<file path="src/rtl/jedro_1_defines.sv">
// Shared definitions for the jedro_1 core: default bus widths and the
// response-owner encoding used by the instruction/data memory arbiter.
package jedro_1_defines;

    localparam int unsigned JEDRO_1_ADDR_WIDTH = 32;
    localparam int unsigned JEDRO_1_DATA_WIDTH = 32;

    // Which port owns the RAM read data arriving this cycle.
    typedef enum logic [1:0] {
        NONE  = 2'd0,
        INSTR = 2'd1,
        DATA  = 2'd2
    } resp_e;

endpackage : jedro_1_defines

</file>
<file path="src/rtl/jedro_1_mem_arbiter.sv">
// Arbitrates the instruction-fetch and load/store ports onto one single-port
// byte-write RAM. Grants are combinational; data wins contention except after
// MAX_STREAK consecutive contended data grants, which hands one slot to fetch.
// Read data returns one cycle after the grant to whichever port owned it.
module jedro_1_mem_arbiter
    import jedro_1_defines::*;
#(
    parameter int unsigned ADDR_WIDTH = JEDRO_1_ADDR_WIDTH,
    parameter int unsigned DATA_WIDTH = JEDRO_1_DATA_WIDTH,
    parameter int unsigned MAX_STREAK = 4
) (
    input  logic                    clk_i,
    input  logic                    rstn_i,

    input  logic                    ireq_i,
    input  logic [ADDR_WIDTH-1:0]   iaddr_i,
    output logic                    igrant_o,
    output logic                    irvalid_o,
    output logic [DATA_WIDTH-1:0]   irdata_o,

    input  logic                    dreq_i,
    input  logic [DATA_WIDTH/8-1:0] dwe_i,
    input  logic [ADDR_WIDTH-1:0]   daddr_i,
    input  logic [DATA_WIDTH-1:0]   dwdata_i,
    output logic                    dgrant_o,
    output logic                    drvalid_o,
    output logic [DATA_WIDTH-1:0]   drdata_o,

    output logic                    mem_en_o,
    output logic [DATA_WIDTH/8-1:0] mem_we_o,
    output logic [ADDR_WIDTH-1:0]   mem_addr_o,
    output logic [DATA_WIDTH-1:0]   mem_wdata_o,
    input  logic [DATA_WIDTH-1:0]   mem_rdata_i
);

    localparam int unsigned STREAK_W = $clog2(MAX_STREAK + 1);

    logic [STREAK_W-1:0] streak_cnt;
    logic [STREAK_W-1:0] streak_next;
    logic                streak_full;
    resp_e               resp_q;
    resp_e               resp_next;

    assign streak_full = (streak_cnt == STREAK_W'(MAX_STREAK));

    // Grant selection: data wins contention until the streak saturates; no grants in reset.
    always_comb begin
        // NOTE: every output of a combinational block gets a default first so no path infers a latch.
        igrant_o = 1'b0;
        dgrant_o = 1'b0;
        if (rstn_i) begin
            if (dreq_i && !(ireq_i && streak_full)) begin
                dgrant_o = 1'b1;
            end else if (ireq_i) begin
                igrant_o = 1'b1;
            end
        end
    end

    // RAM request mux: follow the granted port, all zero when idle; fetches never write.
    always_comb begin
        mem_we_o    = '0;
        mem_addr_o  = '0;
        mem_wdata_o = '0;
        if (dgrant_o) begin
            mem_we_o    = dwe_i;
            mem_addr_o  = daddr_i;
            mem_wdata_o = dwdata_i;
        end else if (igrant_o) begin
            mem_addr_o  = iaddr_i;
        end
    end

    assign mem_en_o = igrant_o | dgrant_o;

    // Next streak count and next response owner, both derived from this cycle's grant.
    always_comb begin
        streak_next = streak_cnt;
        resp_next   = NONE;
        if (!ireq_i || igrant_o) begin
            streak_next = '0;
        end else if (dgrant_o && !streak_full) begin
            streak_next = streak_cnt + STREAK_W'(1);
        end
        if (igrant_o) begin
            resp_next = INSTR;
        end else if (dgrant_o) begin
            resp_next = DATA;
        end
    end

    // State register; asynchronous reset drops any pending response.
    always_ff @(posedge clk_i or negedge rstn_i) begin
        if (!rstn_i) begin
            // NOTE: registered state uses non-blocking assignments so every flop samples pre-edge values.
            streak_cnt <= '0;
            resp_q     <= NONE;
        end else begin
            streak_cnt <= streak_next;
            resp_q     <= resp_next;
        end
    end

    assign irvalid_o = (resp_q == INSTR);
    assign drvalid_o = (resp_q == DATA);
    assign irdata_o  = irvalid_o ? mem_rdata_i : '0;
    assign drdata_o  = drvalid_o ? mem_rdata_i : '0;

endmodule : jedro_1_mem_arbiter
</file>
<file path="config.mk">
export PLATFORM = sky130hd
export DESIGN_NAME = jedro_1_mem_arbiter
export DESIGN_NICKNAME = d
export VERILOG_FILES = /design/src/rtl/jedro_1_defines.sv /design/src/rtl/jedro_1_mem_arbiter.sv
export SDC_FILE = /design/constraint.sdc
export NUM_CORES = 1
export LEC_CHECK = 0
export ABC_AREA = 1
export CORE_AREA = 2 2 107 109
export DETAILED_ROUTE_END_ITERATION = 8
export DIE_AREA = 0 0 109 111
export MAX_ROUTING_LAYER = met4
export PLACE_DENSITY_LB_ADDON = 0.2
export SLEW_MARGIN = 20
export SYNTH_ARGS = -nofsm -noshare
export SYNTH_HDL_FRONTEND = slang
export SYNTH_SLANG_ARGS = --single-unit
</file>
<file path="constraint.sdc">
create_clock -name clk_i -period 2.05 [get_ports clk_i]
set_input_delay 0.41 -clock clk_i [delete_from_list [all_inputs] [get_ports clk_i]]
set_output_delay 0.41 -clock clk_i [all_outputs]
set_load 0.1 [all_outputs]
</file>
==> impl_results.md <==
- Clock Tree Buf Depth: 2
- GR Overflow Total: 0
- Antenna cells: 0
- Final Setup Violations: 71
- Detailed Routing Iterations Pass 1: 4
- Nets: 749
- Register bit total from synthesis: 5
- Power Dens Cells: 357 nW/µm²
- Sw frac: 52.3%
- Critical path launch point type: flip-flop
- Fin. max-slew vios: 0
- Vias in the first global route: 3146
- Yosys warnings: 0
- Residual DRC: 0
- Highest metal used: met4
- Slew HR: 77.8%
- DRT iter0 DRCs: 76
- Initial antenna violation count: 0
- # hold bufs at CTS: 0
- Total GRT Usage: 16.3%
- Outcome: finished, violations left
- Average cell area after synthesis: 4.44 µm²
- M1 wire length: 3.14 mm
- CTS Root Cell: clkbuf_16
- Clk_lat worst skew: 0.23 ns
- CORE AREA: 11100 µm²
- Hold slack: 0.351 ns
- RR Endpoint: resp_q[1]$_DFF_PN0_
- CTS tree: yes
- Post-Syn Instances: 319
- Leak pwr: 3.02 nW
- Clock slew at the register clock pins of the worst setup and hold paths: 0.03 ns
- Worst Clk Skew: 0.000833 ns
- Synth top area share: 28.4%
- Routed length on met2: 5.78 mm
- Sequential share of power: 4.4%
- Top post-synthesis cells by area: nand2_1 (28%), nor2_1 (27%), inv_1 (20%), dfrtp_1 (8.8%), buf_6 (7.2%)
- Number of fill cells: 927
- Number of buffers created by CTS: 3
- Data arrival, critical path: 1.72 ns
- Register Area: 125 µm²
- Syn Nets: 457
- I/O Pins: 273
- Period utilization: 104%
- DR WL/cell: 13.3 µm
- FF-to-FF path depth: 9
- Die area: 12100 µm²
- DR WL met3: 990 µm
- Global-route wire length before repair: 15.1 mm
- Violated checks: setup timing
- Drt via density: 3.94
- Area of the multi-input gates: 1560 µm²
- Unrepaired setup endpoints after global routing: true
- Crit-path max FO: 8
- ANT nets after route: 0
- Cell taking the most area after synthesis: nand2_1
- Worst Hold Class: primary input to asynchronous set/reset pin
- Maximum VDD drop: 0.224 mV
- Hold Fails Final Rpt: 0
- Port buffer count: 272
- WL final: 10.0 mm
- Largest net degree at the start of global routing: 34
- Vias after detailed routing: 2967
- Layout cells sized above 1: 47.5%
- Max Cap Viol: 0
- Distinct cell type count after synthesis: 14
- Required @ worst endpoint: 1.64 ns
- Least-Margin Pin Slew: 0.334 ns
- Register area share after synthesis: 8.84%
- Die X: 109 µm
- # rows: 39
- Die H: 111 µm
- Synthesized area: 1420 µm²
- Setup ws final: -0.0783 ns
- Routability cong.: 0.838
- Psw: 1.27 mW
- Min Tclk post-route: 2.13 ns
- Internal reg-to-reg setup slack: 0.67 ns
- H-tree depth: 1
- Int Power: 1.16 mW
- CP endpoint kind: primary output
- Combinational group share of total power: 82.3%
- Dpl hpwl: 8.69 mm
- P&R area growth vs syn: 379%
- Setup Total Neg Slack: -3.89 ns
- Initial core utilization: 12.8%
- CTS Sinks: 5
- Most common library cell in the layout ignoring fill and taps: buf_12
- FMAX: 470 MHz
- Clock network power share: 13.3%
- Crit Path Class: flip-flop to primary output
- Most frequent cells in the layout: buf_12 (146), clkdlybuf4s50_1 (132), inv_1 (73), nor2_4 (69), nand2_1 (68)
- FF-to-FF Start: streak_cnt[0]$_DFFE_PN0P_
==> worst max-delay path: stages, from the launching register on <==
cell	delay, ns
dfrtp_1	0.37
inv_2	0.06
ha_4	0.17
nand3_4	0.09
nand2_4	0.07
inv_4	0.07
nand2_4	0.07
buf_12	0.15
buf_12	0.15
nor2_4	0.10
buf_12	0.18
==> cell type report <==
cell class	instances	area share [%]
Inverter	79	4.59
Tap cell	143	2.64
Clock buffer	4	1.16
Sequential cell	5	1.85
Multi-Input combinational cell	219	23.1
Timing Repair Buffer	303	66.7
==> Yosys cell counts <==
| cell | count |
|---|---|
| nor2_1 | 101 |
| xor2_1 | 1 |
| ha_1 | 2 |
| clkbuf_1 | 6 |
| buf_6 | 9 |
| inv_2 | 2 |
| dfrtp_1 | 5 |
| nand3_1 | 1 |
| clkinv_2 | 1 |
| inv_1 | 76 |
| nand2_2 | 3 |
| buf_2 | 1 |
| nand2_1 | 107 |
| nand4_1 | 4 |
==> logic make-up (layout without fill, tap and decap cells) <==
logic type | count (synthesis) | after routing | synth area share (%)
buffers and inverters | 95 | 386 | 30.1
XOR/XNOR | 1 | 1 | 0.619
AND/OR/NAND/NOR | 216 | 216 | 58.6
flip-flops | 5 | 5 | 8.84
adder cells (fa/ha/maj) | 2 | 2 | 1.77
==> how the worst max path moves through the flow <==
stage / startpoint / end / slack [ns] / depth (start not counted)
after CTS: streak_cnt[0]$_DFFE_PN0P_ / mem_wdata_o[30] / -0.08 / 10
final: streak_cnt[0]$_DFFE_PN0P_ / mem_wdata_o[25] / -0.08 / 10
after detailed placement: ireq_i / mem_addr_o[27] / -0.25 / 10
after global routing: streak_cnt[0]$_DFFE_PN0P_ / mem_addr_o[28] / -0.13 / 11
after global placement: ireq_i / mem_addr_o[10] / -0.20 / 9
after floorplan: resp_q[1]$_DFF_PN0_ / irdata_o[22] / -0.39 / 4
==> sequential cells by signal, summed over array words and instances (netlist names) <==
signal and flops:
streak_cnt 3, resp_q 2
==> power by group through the flow <==
stage                     clock, mW  combinational (mW)  sequential, mW
after global routing          0.338                2.06           0.106
after global placement            0                1.94           0.107
final                         0.323                1.99           0.106
after CTS                     0.329                1.99           0.106
after detailed placement          0                1.96           0.107
after floorplan                   0                1.12           0.106
==> per-stage QoR <==
stage | total power [mW] | cells | instance area [µm²] | setup WS, ns | utilization [%]
after floorplan | 1.23 | 319 | 2150 | -0.393 | -
after global placement | 2.05 | 739 | 6490 | -0.199 | 58.6
after detailed placement | 2.07 | 739 | 6490 | -0.252 | 58.6
after CTS | 2.42 | 749 | 6690 | -0.0849 | 60.4
after global routing | 2.50 | 753 | 6780 | -0.132 | 61.2
final | 2.42 | 753 | 6780 | -0.0783 | 61.2
==> what timing repair did <==
| item | CTS | global route |
|---|---|---|
| resized for setup | 17 | 7 |
| hold endpoints to repair | 0 | 0 |
| gates cloned | 2 | 3 |
| setup endpoints to repair | 71 | 70 |
| setup buffers | 4 | 1 |
| pin swaps | 5 | 1 |
==> metal layers <==
metal	up-vias	track usage (%)
li1	1457	-
met1	1337	15.0
met2	165	31.9
met3	8	4.88
met4	0	3.85
met5	-	-
Power figures use the tool's default switching activity.
